### src/rtl/barrel_pkg.sv
// Shared definitions for the pipelined barrel shifter: mode encodings and
// the single-stage shift helper used by every pipeline stage.
package barrel_pkg;

    localparam logic [1:0] MODE_ROL = 2'b00;
    localparam logic [1:0] MODE_ROR = 2'b01;
    localparam logic [1:0] MODE_SLL = 2'b10;
    localparam logic [1:0] MODE_SRA = 2'b11;

    localparam int MAX_WIDTH = 256;

    // Shift the low 'width' bits of data by 'step' positions; width and step are
    // elaboration constants at every call site, so the loop folds into wiring.
    function automatic logic [MAX_WIDTH-1:0] stage_shift(
        input logic [MAX_WIDTH-1:0] data,
        input int                   width,
        input int                   step,
        input logic [1:0]           mode,
        input logic                 sign
    );
        logic [MAX_WIDTH-1:0] res;
        logic [7:0]           idx;
        res = '0;
        for (int i = 0; i < MAX_WIDTH; i++) begin
            idx = '0;
            if (i < width) begin
                case (mode)
                    MODE_ROL: begin
                        idx    = 8'((i - step + width) % width);
                        res[i] = data[idx];
                    end
                    MODE_ROR: begin
                        idx    = 8'((i + step) % width);
                        res[i] = data[idx];
                    end
                    MODE_SLL: begin
                        if (i >= step) begin
                            idx    = 8'(i - step);
                            res[i] = data[idx];
                        end
                    end
                    default: begin
                        if (i + step < width) begin
                            idx    = 8'(i + step);
                            res[i] = data[idx];
                        end else begin
                            res[i] = sign;
                        end
                    end
                endcase
            end
        end
        return res;
    endfunction

endpackage

### src/rtl/barrel_shift_stage.sv
// One registered pipeline stage: applies a fixed shift of STEP when its
// amount bit is set, with valid/ready flow control toward the next stage.
module barrel_shift_stage
    import barrel_pkg::*;
#(
    parameter int WIDTH = 8,
    parameter int STEP  = 1
) (
    input  logic                     clk,
    input  logic                     rst_n,
    input  logic                     up_valid,
    output logic                     up_ready,
    input  logic [WIDTH-1:0]         up_data,
    input  logic [$clog2(WIDTH)-1:0] up_amt,
    input  logic [1:0]               up_mode,
    input  logic                     up_sign,
    output logic                     dn_valid,
    input  logic                     dn_ready,
    output logic [WIDTH-1:0]         dn_data,
    output logic [$clog2(WIDTH)-1:0] dn_amt,
    output logic [1:0]               dn_mode,
    output logic                     dn_sign
);

    localparam int BIT = $clog2(STEP);

    logic             advance;
    logic [WIDTH-1:0] shifted;

    // An empty stage always advances, which lets bubbles collapse toward the output.
    assign advance  = !dn_valid || dn_ready;
    assign up_ready = advance;

    always_comb begin
        shifted = up_data;
        if (up_amt[BIT]) begin
            shifted = WIDTH'(stage_shift(MAX_WIDTH'(up_data), WIDTH, STEP, up_mode, up_sign));
        end
    end

    always_ff @(posedge clk or negedge rst_n) begin
        if (!rst_n) begin
            dn_valid <= 1'b0;
            dn_data  <= '0;
            dn_amt   <= '0;
            dn_mode  <= '0;
            dn_sign  <= 1'b0;
        end else if (advance) begin
            dn_valid <= up_valid;
            if (up_valid) begin
                dn_data <= shifted;
                dn_amt  <= up_amt;
                dn_mode <= up_mode;
                dn_sign <= up_sign;
            end
        end
    end

endmodule

### src/rtl/barrel_shifter_pipe.sv
// Pipelined barrel shifter/rotator: one register stage per shift-amount bit,
// valid/ready streaming on both sides, one operation per clock when unstalled.
module barrel_shifter_pipe
    import barrel_pkg::*;
#(
    parameter  int WIDTH = 8,
    localparam int SHW   = $clog2(WIDTH),
    localparam int NSTG  = SHW
) (
    input  logic             clk,
    input  logic             rst_n,
    input  logic             in_valid,
    output logic             in_ready,
    input  logic [WIDTH-1:0] in_data,
    input  logic [SHW-1:0]   in_amt,
    input  logic [1:0]       in_mode,
    output logic             out_valid,
    input  logic             out_ready,
    output logic [WIDTH-1:0] out_data,
    output logic [1:0]       out_mode,
    output logic             busy
);

    if (WIDTH < 4 || (WIDTH & (WIDTH - 1)) != 0 || WIDTH > MAX_WIDTH) begin : g_bad_width
        $error("barrel_shifter_pipe: WIDTH must be a power of two between 4 and MAX_WIDTH");
    end

    logic [NSTG:0]            vld;
    logic [NSTG:0]            rdy;
    logic [NSTG:0]            sgn;
    logic [NSTG:0][WIDTH-1:0] dat;
    logic [NSTG:0][SHW-1:0]   amt;
    logic [NSTG:0][1:0]       mde;
    logic                     unused_tail;

    // The sign is captured from the untouched operand so every stage fills with it.
    assign vld[0]    = in_valid;
    assign dat[0]    = in_data;
    assign amt[0]    = in_amt;
    assign mde[0]    = in_mode;
    assign sgn[0]    = in_data[WIDTH-1];
    assign rdy[NSTG] = out_ready;

    for (genvar k = 0; k < NSTG; k++) begin : g_stage
        barrel_shift_stage #(
            .WIDTH(WIDTH),
            .STEP (1 << k)
        ) u_stage (
            .clk     (clk),
            .rst_n   (rst_n),
            .up_valid(vld[k]),
            .up_ready(rdy[k]),
            .up_data (dat[k]),
            .up_amt  (amt[k]),
            .up_mode (mde[k]),
            .up_sign (sgn[k]),
            .dn_valid(vld[k+1]),
            .dn_ready(rdy[k+1]),
            .dn_data (dat[k+1]),
            .dn_amt  (amt[k+1]),
            .dn_mode (mde[k+1]),
            .dn_sign (sgn[k+1])
        );
    end

    assign in_ready    = rdy[0];
    assign out_valid   = vld[NSTG];
    assign out_data    = dat[NSTG];
    assign out_mode    = mde[NSTG];
    assign busy        = |vld[NSTG:1];
    assign unused_tail = ^{amt[NSTG], sgn[NSTG]};

endmodule

### config.mk
export PLATFORM = sky130hd
export DESIGN_NAME = barrel_shifter_pipe
export DESIGN_NICKNAME = d
export VERILOG_FILES = /design/src/rtl/barrel_pkg.sv /design/src/rtl/barrel_shift_stage.sv /design/src/rtl/barrel_shifter_pipe.sv
export SDC_FILE = /design/constraint.sdc
export NUM_CORES = 1
export LEC_CHECK = 0
export ABC_CLOCK_PERIOD_IN_PS = 4000
export BUFFER_PORTS_ARGS = -buffer_cell sky130_fd_sc_hd__buf_4
export CAP_MARGIN = 40
export CORE_UTILIZATION = 35
export DETAILED_ROUTE_END_ITERATION = 6
export SETUP_SLACK_MARGIN = 0.3
export SLEW_MARGIN = 20
export SYNTH_ARGS = -nofsm -noshare
export SYNTH_HDL_FRONTEND = slang
export SYNTH_SLANG_ARGS = --single-unit
### constraint.sdc
create_clock -name clk -period 4 [get_ports clk]
set_input_delay 0.8 -clock clk [delete_from_list [all_inputs] [get_ports clk]]
set_output_delay 0.8 -clock clk [all_outputs]
set_load 0.005 [all_outputs]
==> results <==
- The sequential-to-total area share from yosys stat is 46.5%.
- In this run, distinct cell masters in the synthesized netlist total 35.
- The final hold violation count came to 0.
- For this run the aggregate overflow at the end of global routing stands at 0.
- Summed over all cells, the static leakage comes to 1.02 nW.
- The count of buffers from port buffering is 29.
- The initial detailed-routing violation count is 40.
- The data required time at the worst endpoint is 3200 ps.
- Of all flip-flops after synthesis, the portion carrying an async set or reset was 100%.
- The CTS clock-pin slew for the worst setup and hold paths is 80 ps.
- The count of TritonRoute iterations in the first routing pass is 4.
- The critical path in this run is classified as reg -> out.
- The clock tree from TritonCTS is built.
- Setup violations remaining at the end of the flow were counted as 0.
- The capturing point of the worst reg2reg path is g_stage[0].u_stage.dn_mode[1]$_DFFE_PN0P_.
- The biggest area contributor in the post-synthesis netlist is sky130_fd_sc_hd__dfrtp_1.
- The routed length per instance is 13.9 microns.
- The count of inserted antenna diode cells is 0.
- The number of H-tree levels is 2.
- Summing every instance area after synthesis gives 2050 sq um.
- The number of warnings reported in the yosys synthesis log is 0.
- The number of global-route vias before repair is 1,362.
- The final clock skew is 9.79 ps.
- After layout, the worst setup slack is 1810 ps.
- After filler insertion, the fill cell instance count of the layout stands at 560.
- The run finished with clean final reports.
- The die covers 6150 sq um.
- The first-pass GRT wire length is 6720 microns.
- The total via count in the routed design is 1,408.
- Headroom to the max-slew limit came out at 68.5%.
- The category of the worst setup path capture point is an output pin.
- For this configuration, the core starts out at a cell density of 36.7%.
- For this design, the CTS-stage hold fixing added 0 buffers.
- After detailed placement, the total cell area comes to 2220 sq um.
- Yosys attributes the largest share of cell area to sky130_fd_sc_hd__dfrtp_1 46%, sky130_fd_sc_hd__mux2i_1 5.9%, sky130_fd_sc_hd__a21oi_1 4.9%, sky130_fd_sc_hd__mux2_1 4.4%, sky130_fd_sc_hd__mux2_4 4.4%.
- The worst setup path is launched from a register.
- The via density per instance is 5.10.
- The total half-perimeter wirelength after legalization and detailed placement is 2820 microns.
- The worst hold-check slack is 457 ps.
- For the pin with the worst max-slew slack, the measured transition is 473 ps.
- After detailed routing, the number of remaining DRC violations is 0.
- At the later pin of the worst-skew pair, clock insertion delay measures 290 ps.
- Setup repair after global routing left no endpoint under its margin.
- The final layout contains routed wiring with a total length of 3830 microns.
- The gate count of the mapped netlist is 188.
- Cells with a size suffix above 1 make up 26.5% of the layout.
- The share of the synthesized area in the top cell type is 46.5%.
- After routing, the total negative slack on setup checks comes to 0 ps.
- The data arrival time of the critical path is 1390 ps.
- Compared with the post-synthesis result, the final layout area differs by 15.5%.
- The final cell utilization of the core is 42.4%.
- The startpoint of the worst register-to-register path is g_stage[1].u_stage.dn_valid$_DFFE_PN0P_.
- The mean instance size in the synthesized netlist is 10.9 sq um.
- The number of setup buffers added after CTS is 0.
- The count of standard-cell rows is 27.
- Once the clock tree was built, the resizer swapped 0 gates to a different size.
- The number of flops mapped to enable cells by yosys is 0.
- The launch point of the worst path is g_stage[1].u_stage.dn_valid$_DFFE_PN0P_.
- In this run the power density over the cells is 563 nW/um^2.
- In the final layout, the multi-input gates occupy 950 sq um.
- The cell with the most instances after synthesis is sky130_fd_sc_hd__dfrtp_1.
- The number of cell instances on the worst register-to-register path is 3.
- The worst vdd rail ir drop is 233 uV.
- Counting every sink on the clock net gives 38.
- In this run the clock root is driven by a sky130_fd_sc_hd__clkbuf_8.
- In the global route stage, overall resource usage came out at 14.1%.
- The minimum setup slack among reg-to-reg paths is 2310 ps.
- Sorting the synthesized cells by how often they occur yields 38 x sky130_fd_sc_hd__dfrtp_1, 20 x sky130_fd_sc_hd__a21oi_1, 13 x sky130_fd_sc_hd__nor2_1.
- The routed design could run at a clock period as short as 2190 ps.
- After the last flow step, the layout net total stands at 220.
- The congestion estimate from routability-driven global placement came to 0.738.
- From bottom edge to top edge, the die measures 78.5 microns.
- Following the worst setup path forward leads to its endpoint at busy.
- The number of max-slew violations in the final report is 0.
- The cell area after layout is 2360 sq um.
- The number of antenna violations at the first check in global routing was 0.
- The main flop type after synthesis is sky130_fd_sc_hd__dfrtp_1.
- The die is 78.5 microns wide.
- The pin count of the biggest net entering global routing is 39.
- The upper clock frequency limit is 457 MHz.
- The floorplan step defined a core boundary enclosing 5570 sq um.
- Along the worst path, the maximum fanout reaches 14.
- No sink is reached through more buffers than the 2 on the longest clock path.
- The worst slack at placement is 1800 ps.
- The post-synthesis register bit count is 38.
- The count of max-cap constraint violations is 0.
- Clock tree synthesis inserted a total of 5 buffers.
- Synthesis produced a netlist with a net count of 205.
- The antenna violation net count after detailed routing is 0.
- The sequential standard cell area is 951 sq um.
- The final clock period utilization by the worst path is 54.7%.
- The top-level I/O count is 30.
- The type of the most critical hold path is in -> async.
## state kept, by name (all words and copies together) (netlist names)
signal	flops
g_stage.u_stage.dn_data	24
g_stage.u_stage.dn_valid	3
g_stage.u_stage.dn_sign	2
g_stage.u_stage.dn_mode	6
g_stage.u_stage.dn_amt	3
## worst max-delay path, stage by stage (launching register included)
cell	delay [ps]
sky130_fd_sc_hd__dfrtp_1	540
sky130_fd_sc_hd__or3_1	420
sky130_fd_sc_hd__buf_4	140
## cell usage in the layout (no fill, tap or decap), drive strengths merged, types with 4 or more instances in the layout
cell type / instances
o211ai: 6
mux2: 21
buf: 29
a31oi: 5
mux2i: 12
nor2: 13
nand2: 5
dfrtp: 38
a21oi: 20
clkbuf: 6
nand2b: 7
nor2b: 5
o2bb2ai: 7
a211oi: 4
## per-layer routing
metal	share of wire (%)	GRT usage, %	wire [microns]
met5	0	0	0
met3	4.4	3.60	167
met4	2.1	7.04	79
met1	49	18.5	1870
met2	45	21.5	1710
## layout make-up
cell class | instances | share of cell area (%)
multi-input cells | 126 | 40.2
repair buffers | 29 | 9.22
clock inverters | 2 | 2.54
flip-flops and latches | 38 | 40.3
well taps | 72 | 3.81
clock buffers | 6 | 3.50
inverters | 3 | 0.477
## report_power, final
| group | leakage (nW) | switching, mW | internal, mW | total, mW |
|---|---|---|---|---|
| clock network | 0.0714 | 0.138 | 0.266 | 0.404 |
| logic | 0.512 | 0.131 | 0.201 | 0.332 |
| registers | 0.437 | 0.105 | 0.490 | 0.594 |
## cell families after synthesis
kind of cell	synth area share (%)
AO/OA/AOI/OAI	16.3
multiplexers	18.5
buffers and inverters	7.09
flip-flops	46.5
AND/OR/NAND/NOR	11.6
## per-stage QoR
stage                     std cells  power, mW
after floorplan                 188      0.846
after global placement          268      0.931
after detailed placement        268      0.939
after CTS                       276       1.34
after global routing            276       1.41
final                           276       1.33
## worst min path at each step
| stage | startpoint | end | slack (ps) | cells past startpoint |
|---|---|---|---|---|
| final | rst_n | g_stage[2].u_stage.dn_data[7]$_DFFE_PN0P_ | 460 | 1 |
| after global routing | rst_n | g_stage[2].u_stage.dn_data[7]$_DFFE_PN0P_ | 490 | 1 |
| after CTS | rst_n | g_stage[2].u_stage.dn_data[7]$_DFFE_PN0P_ | 470 | 1 |
| after detailed placement | g_stage[2].u_stage.dn_data[6]$_DFFE_PN0P_ | g_stage[2].u_stage.dn_data[6]$_DFFE_PN0P_ | 480 | 1 |
| after global placement | g_stage[2].u_stage.dn_data[6]$_DFFE_PN0P_ | g_stage[2].u_stage.dn_data[6]$_DFFE_PN0P_ | 480 | 1 |
| after floorplan | g_stage[2].u_stage.dn_data[4]$_DFFE_PN0P_ | g_stage[2].u_stage.dn_data[4]$_DFFE_PN0P_ | 460 | 1 |
No activity file was read; power rests on OpenSTA's default activity.
